## src/rtl/div_seq_pkg.sv

```systemverilog
// Shared types and width helpers for the sequential divider.
package div_seq_pkg;

  localparam int unsigned DIV_DEF_WIDTH = 32;

  // Controller states.
  typedef enum logic [1:0] {
    DIV_IDLE   = 2'd0,
    DIV_BYZERO = 2'd1,
    DIV_BUSY   = 2'd2,
    DIV_FINISH = 2'd3
  } div_state_e;

  // Iteration counter width: enough to count WIDTH steps, never zero.
  function automatic int unsigned div_cnt_w(input int unsigned width);
    return (width > 1) ? $clog2(width) : 1;
  endfunction

  // Packed {remainder, quotient} result width.
  function automatic int unsigned div_res_w(input int unsigned width);
    return 2 * width;
  endfunction

  localparam int unsigned DIV_DEF_CNT_W = div_cnt_w(DIV_DEF_WIDTH);
  localparam int unsigned DIV_DEF_RES_W = div_res_w(DIV_DEF_WIDTH);

endpackage

```

## src/rtl/div_step.sv

```systemverilog
// One radix-2 restoring iteration: shift in a dividend bit, trial-subtract the divisor.
module div_step #(
  parameter int unsigned WIDTH = 32
) (
  input  logic [WIDTH-1:0] part_rem,
  input  logic             next_bit,
  input  logic [WIDTH-1:0] divisor,
  output logic [WIDTH-1:0] new_rem,
  output logic             q_bit
);

  logic [WIDTH:0] shifted;
  logic [WIDTH:0] trial;

  // The stored remainder is always below the divisor, so WIDTH bits hold it;
  // the shifted value and trial difference need the extra sign bit.
  always_comb begin
    shifted = {part_rem, next_bit};
    trial   = shifted - {1'b0, divisor};
    q_bit   = ~trial[WIDTH];
    new_rem = q_bit ? trial[WIDTH-1:0] : shifted[WIDTH-1:0];
  end

endmodule

```

## src/rtl/div_seq.sv

```systemverilog
// Multi-cycle DIV/DIVU unit: restoring divider with sign fix-up, {remainder, quotient} result.
module div_seq
  import div_seq_pkg::*;
#(
  parameter int unsigned WIDTH = DIV_DEF_WIDTH
) (
  input  logic                   clk,
  input  logic                   rst,
  input  logic                   start,
  input  logic                   annul,
  input  logic                   signed_div,
  input  logic [WIDTH-1:0]       opdata1,
  input  logic [WIDTH-1:0]       opdata2,
  output logic [2*WIDTH-1:0]     result,
  output logic                   ready,
  output logic                   busy
);

  localparam int unsigned CNT_W = div_cnt_w(WIDTH);
  localparam int unsigned RES_W = div_res_w(WIDTH);

  div_state_e       state;
  logic [CNT_W-1:0] cnt;
  logic [WIDTH-1:0] dvd;
  logic [WIDTH-1:0] dvs;
  logic [WIDTH-1:0] rem;
  logic [WIDTH-1:0] quo;
  logic             neg_q;
  logic             neg_r;

  logic [WIDTH-1:0] mag1;
  logic [WIDTH-1:0] mag2;
  logic [WIDTH-1:0] step_rem;
  logic             step_q;
  logic [WIDTH-1:0] next_quo;
  logic [WIDTH-1:0] fix_q;
  logic [WIDTH-1:0] fix_r;
  logic [RES_W-1:0] byzero_res;

  // Operand magnitudes for signed mode; unsigned operands pass through.
  always_comb begin
    mag1 = (signed_div && opdata1[WIDTH-1]) ? (-opdata1) : opdata1;
    mag2 = (signed_div && opdata2[WIDTH-1]) ? (-opdata2) : opdata2;
  end

  div_step #(.WIDTH(WIDTH)) u_step (
    .part_rem (rem),
    .next_bit (dvd[WIDTH-1]),
    .divisor  (dvs),
    .new_rem  (step_rem),
    .q_bit    (step_q)
  );

  // Final-step quotient and sign-corrected results, consumed on the last BUSY edge.
  always_comb begin
    next_quo   = {quo[WIDTH-2:0], step_q};
    fix_q      = neg_q ? (-next_quo) : next_quo;
    fix_r      = neg_r ? (-step_rem) : step_rem;
    byzero_res = {dvd, {WIDTH{1'b1}}};
  end

  // Controller and datapath registers; rst overrides annul and start.
  always_ff @(posedge clk) begin
    if (rst) begin
      state  <= DIV_IDLE;
      cnt    <= '0;
      dvd    <= '0;
      dvs    <= '0;
      rem    <= '0;
      quo    <= '0;
      neg_q  <= 1'b0;
      neg_r  <= 1'b0;
      result <= '0;
      ready  <= 1'b0;
      busy   <= 1'b0;
    end else begin
      ready <= 1'b0;
      case (state)
        DIV_IDLE: begin
          if (start && !annul) begin
            neg_q <= signed_div & (opdata1[WIDTH-1] ^ opdata2[WIDTH-1]);
            neg_r <= signed_div & opdata1[WIDTH-1];
            dvs   <= mag2;
            rem   <= '0;
            quo   <= '0;
            cnt   <= '0;
            busy  <= 1'b1;
            if (opdata2 == '0) begin
              // Divide-by-zero reports the raw dividend as remainder.
              dvd   <= opdata1;
              state <= DIV_BYZERO;
            end else begin
              dvd   <= mag1;
              state <= DIV_BUSY;
            end
          end
        end
        DIV_BYZERO: begin
          busy <= 1'b0;
          if (annul) begin
            state <= DIV_IDLE;
          end else begin
            result <= byzero_res;
            ready  <= 1'b1;
            state  <= DIV_FINISH;
          end
        end
        DIV_BUSY: begin
          if (annul) begin
            busy  <= 1'b0;
            state <= DIV_IDLE;
          end else begin
            rem <= step_rem;
            quo <= next_quo;
            dvd <= {dvd[WIDTH-2:0], 1'b0};
            cnt <= cnt + CNT_W'(1);
            if (cnt == CNT_W'(WIDTH - 1)) begin
              result <= {fix_r, fix_q};
              ready  <= 1'b1;
              busy   <= 1'b0;
              state  <= DIV_FINISH;
            end
          end
        end
        DIV_FINISH: begin
          state <= DIV_IDLE;
        end
        default: begin
          busy  <= 1'b0;
          state <= DIV_IDLE;
        end
      endcase
    end
  end

endmodule

```

## config.mk

```make
export PLATFORM = sky130hd
export DESIGN_NAME = div_seq
export DESIGN_NICKNAME = d
export VERILOG_FILES = /design/src/rtl/div_seq_pkg.sv /design/src/rtl/div_step.sv /design/src/rtl/div_seq.sv
export SDC_FILE = /design/constraint.sdc
export NUM_CORES = 1
export LEC_CHECK = 0
export CORE_MARGIN = 4
export CORE_UTILIZATION = 28
export DETAILED_ROUTE_END_ITERATION = 10
export DONT_BUFFER_PORTS = 1
export HOLD_SLACK_MARGIN = 0.06
export PLACE_DENSITY = 0.4
export SETUP_SLACK_MARGIN = 0.02
export SYNTH_ARGS = -nofsm -noshare
export SYNTH_HDL_FRONTEND = slang
export SYNTH_SLANG_ARGS = --single-unit
export TNS_END_PERCENT = 100
```

## constraint.sdc

```tcl
create_clock -name clk -period 5.65 [get_ports clk]
set_input_delay 1.13 -clock clk [delete_from_list [all_inputs] [get_ports clk]]
set_output_delay 1.13 -clock clk [all_outputs]
set_load 0.01 [all_outputs]
```

==> metrics list <==
* Status: completed
- Adding up every negative setup slack in the final design gives 0 ns.
- In this run the critical register-to-register path is captured at result[60].
- Across the run, the number of max-cap violations was 0.
- The min-delay analysis places its worst path in the category reg2reg.
- After synthesis, flip-flops and latches occupy 30.61% of the total area.
- In the final layout, the share of cells above drive strength 1 is 6.600%.
- In this run the static leakage power is 5.131 nW.
* Prevailing post-synth register cell: sky130_fd_sc_hd__dfxtp_1
- Between clock sinks in the finished design, the worst skew comes to 0.01750 ns.
- The repair_antennas step left the layout with diodes totalling 0.
- Drc violations: 0
* Highest-count cells in the layout ignoring fill and taps: sky130_fd_sc_hd__nor2_1, sky130_fd_sc_hd__nand2_1, sky130_fd_sc_hd__dfxtp_1
- Setup repair after global routing left no endpoint under its margin.
* Area contributors post-synth: sky130_fd_sc_hd__dfxtp_1, sky130_fd_sc_hd__nor2_1, sky130_fd_sc_hd__nand2_1, sky130_fd_sc_hd__a21oi_1, sky130_fd_sc_hd__xor2_1
* DR WL met3: 2278 µm
* Count of cells along the worst register-to-register path: 21
- Library cell with the largest summed area after synthesis: sky130_fd_sc_hd__dfxtp_1
- The initial antenna violation count was 1.
* Cell with the largest stage delay on the worst path: sky130_fd_sc_hd__a2111oi_0
* Boundary Pins: 135
* Total power per unit cell area: 401.3 nW/µm²
- Final ANT Viol Nets: 0
* Final-report max-slew violation count: 0
- Average cell area after synthesis: 7.559 µm²
* CP cell instances: inv_1 > ha_1 > inv_1 > fa_1 > a211oi_2 > o31ai_4 > o211ai_2 > nand4_1 > a21o_1 > and2_4 > inv_4 > nor2_1 > a21oi_1 > ha_1 > nand3_1 > a2111oi_0 > a41oi_1 > or2_1 > o31ai_2 > xor2_1 > o22ai_1
- Total overflow reported by the global router: 0
- Port Buffer Count: 0
* Htree depth: 1
- CTS placed an instance of sky130_fd_sc_hd__clkbuf_16 at the clock tree root.
- Number of synthesized register bits: 202
- Initial core utilization: 28.38%
* Number of rows created at floorplan: 79
* Nature of the critical path startpoint: register
- In this run, post-CTS hold repair placed 0 buffers.
* Maximum cell stage delay along the critical path: 0.52 ns
- Count of flip-flops with a built-in enable after synthesis: 0
- The critical path contains buffers and inverters numbering 3 combined.
- No sink is reached through more buffers than the 3 on the longest clock path.
* Endpoints failing hold: 0
- Area share of the leading cell type in the synthesized netlist: 30.61%
- Summing all placed instances gives a cell area of 13660 µm².
- In the finished design, the share of the clock period the worst path needs comes to 89.70%.
* Crit path to: result[60]
- Detailed placement ended at an HPWL of 32790 µm.
* Number of placed cells counting well taps: 2256
- In this run the worst path has a maximum fanout of 16.
- Synthesis-to-finish area growth: 10.13%
- Post-CTS Setup Repair Bufs: 0
- Counting distinct cell types in the post-synthesis netlist gives 93.
* Maximum operating frequency: 197.3 MHz
* Synthesized net count: 1859
* Final estimated routing congestion in global placement: 0.8525
* Type of element capturing the critical path: register
* Via/cell ratio: 5.376
* Vias in the first global route: 11950
- IR analysis of the VDD net gives a maximum drop of 0.2772 mV.
- Drt first-iter violations: 821
- Routed len/inst: 19.80 µm
* Source-to-sink clock delay at the later pin of the worst-skew pair: 0.56 ns
- The cell count after synthesis came out at 1748.
- Number of detailed-route iterations in the first pass: 5
- Summing every instance area after synthesis gives 13210 µm².
- Final setup viols: 0
* Kind of cell adding the most delay to the critical path: compound AO/OA/AOI/OAI gates
- TritonCTS built the clock tree.
* Clock input transition at the sequential cells of the worst setup and hold paths: 0.07 ns
* Non-filler instance count after layout: 2304
* Setup Crit Path Kind: reg2reg
- Worst rel slew slack: 29.38%
- Required arrival time at the worst endpoint: 6.08 ns
- Final critical-path required period: 5.068 ns
* Total number of clock tree sinks: 202
- Clock buffers created by TritonCTS: 26
- Total routed wirelength: 45620 µm
- Pin count of the biggest net entering global routing: 207
* Path length in cells of the critical path: 21
- Start of the worst register-to-register path: dvd[31]
- Overall die height: 225.2 µm
* Number of nets at the end of the flow: 1788
- For the pin with the worst max-slew slack, the measured transition is 1.059 ns.
- Die Outline Area: 50730 µm²
- Most common cell after layout, fill and taps aside: sky130_fd_sc_hd__nor2_1
* Final design instance area without fill: 14550 µm²
* Post-cts sizing count: 0
- Synthesis Warnings: 0
* Arr. time, crit path: 5.49 ns
- For this run, asynchronously set or reset flops after synthesis account for 0%.
- The final route contains 12390 vias.
* Max Used Layer: met5
- Crit path from: dvd[31]
- Met2 wirelength from detailed routing: 21680 µm
- Met1 WL: 20390 µm
* Die boundary width: 225.2 µm
- Global router's overall resource usage: 17.26%
* Core region area: 46560 µm²
- The setup check on the worst reg-to-reg path leaves a slack of 0.58 ns.
- The first global-routing pass estimated 70180 µm of wire.
## logic make-up (layout without fill, tap and decap cells)
group / count (synthesis) / count (layout) / share of synthesized area, %
multiplexers: 48 / 48 / 3.674
XOR/XNOR: 132 / 132 / 8.750
flip-flops: 202 / 202 / 30.61
buffers and inverters: 175 / 124 / 5.313
AND/OR/NAND/NOR: 658 / 658 / 23.34
AO/OA/AOI/OAI: 491 / 491 / 24.28
adder cells (fa/ha/maj): 42 / 42 / 4.034
## flip-flops by register name, indices dropped and copies added, names as in the netlist
| signal | flops |
|---|---|
| ready | 1 |
| dvd | 32 |
| dvs | 32 |
| neg_r | 1 |
| rem | 32 |
| cnt | 5 |
| busy | 1 |
| quo | 31 |
| state | 2 |
| neg_q | 1 |
| result | 64 |
## Yosys cell counts (28+ instances only)
cell,number
sky130_fd_sc_hd__inv_1,57
sky130_fd_sc_hd__xnor2_1,49
sky130_fd_sc_hd__nor3_1,28
sky130_fd_sc_hd__a31oi_1,35
sky130_fd_sc_hd__mux2i_1,44
sky130_fd_sc_hd__xor2_1,83
sky130_fd_sc_hd__o21ai_0,80
sky130_fd_sc_hd__nand2_1,210
sky130_fd_sc_hd__nand3_1,60
sky130_fd_sc_hd__a211oi_1,71
sky130_fd_sc_hd__ha_1,41
sky130_fd_sc_hd__a21oi_1,155
sky130_fd_sc_hd__dfxtp_1,202
sky130_fd_sc_hd__clkbuf_1,88
sky130_fd_sc_hd__nor2_1,218
## final cells by class
type | instances | area [µm²]
clock inverter | 12 | 121.4
inverter | 59 | 224.0
tap | 607 | 759.5
fill | 4984 | 32000
multi-input combinational | 1371 | 8506
sequential | 202 | 4044
clock buffer | 36 | 769.5
timing repair buffer | 17 | 127.6
## per-layer routing
metal  global-route usage, %  up-vias
li1                        -     6132
met1                   22.53     5901
met2                   29.27      275
met3                   3.256       76
met4                   4.753        2
met5                       0        -
## worst register-to-register path: stages, from the launching register on
cell and delay, ns:
sky130_fd_sc_hd__dfxtp_1 0.34, sky130_fd_sc_hd__inv_1 0.12, sky130_fd_sc_hd__ha_1 0.20, sky130_fd_sc_hd__inv_1 0.06
sky130_fd_sc_hd__fa_1 0.41, sky130_fd_sc_hd__a211oi_2 0.30, sky130_fd_sc_hd__o31ai_4 0.16, sky130_fd_sc_hd__o211ai_2 0.18
sky130_fd_sc_hd__nand4_1 0.14, sky130_fd_sc_hd__a21o_1 0.31, sky130_fd_sc_hd__and2_4 0.30, sky130_fd_sc_hd__inv_4 0.17
sky130_fd_sc_hd__nor2_1 0.06, sky130_fd_sc_hd__a21oi_1 0.16, sky130_fd_sc_hd__ha_1 0.34, sky130_fd_sc_hd__nand3_1 0.16
sky130_fd_sc_hd__a2111oi_0 0.52, sky130_fd_sc_hd__a41oi_1 0.19, sky130_fd_sc_hd__or2_1 0.35, sky130_fd_sc_hd__o31ai_2 0.22
sky130_fd_sc_hd__xor2_1 0.18, sky130_fd_sc_hd__o22ai_1 0.09
## report_power, final
group | internal [mW] | switching (mW) | leakage, nW
Sequential | 1.60 | 0.169 | 1.64
Clock | 1.04 | 0.696 | 0.441
Combinational | 0.770 | 1.56 | 3.05
## how the worst min path moves through the flow
stage                     startpoint  slack [ns]  cells past startpoint      end
after global placement       dvs[31]        0.45                      2  dvs[31]
after detailed placement     dvs[31]        0.46                      2  dvs[31]
after global routing         dvd[28]        0.49                      2  dvd[28]
after CTS                    dvs[31]        0.47                      2  dvs[31]
final                        dvd[28]        0.47                      2  dvd[28]
after floorplan              dvs[31]        0.43                      2  dvs[31]
## per-stage QoR
step	hold WS, ns	utilization, %	power [mW]	setup WS [ns]
floorplan	0.4319	-	3.506	0.9649
global placement	0.4476	29.34	4.149	0.7697
detailed placement	0.4583	29.34	4.145	0.6783
CTS	0.4661	31.26	5.924	0.6329
global route	0.4863	31.26	6.235	0.1577
finish	0.4670	31.26	5.840	0.5821
No activity file was read; power rests on OpenSTA's default activity.
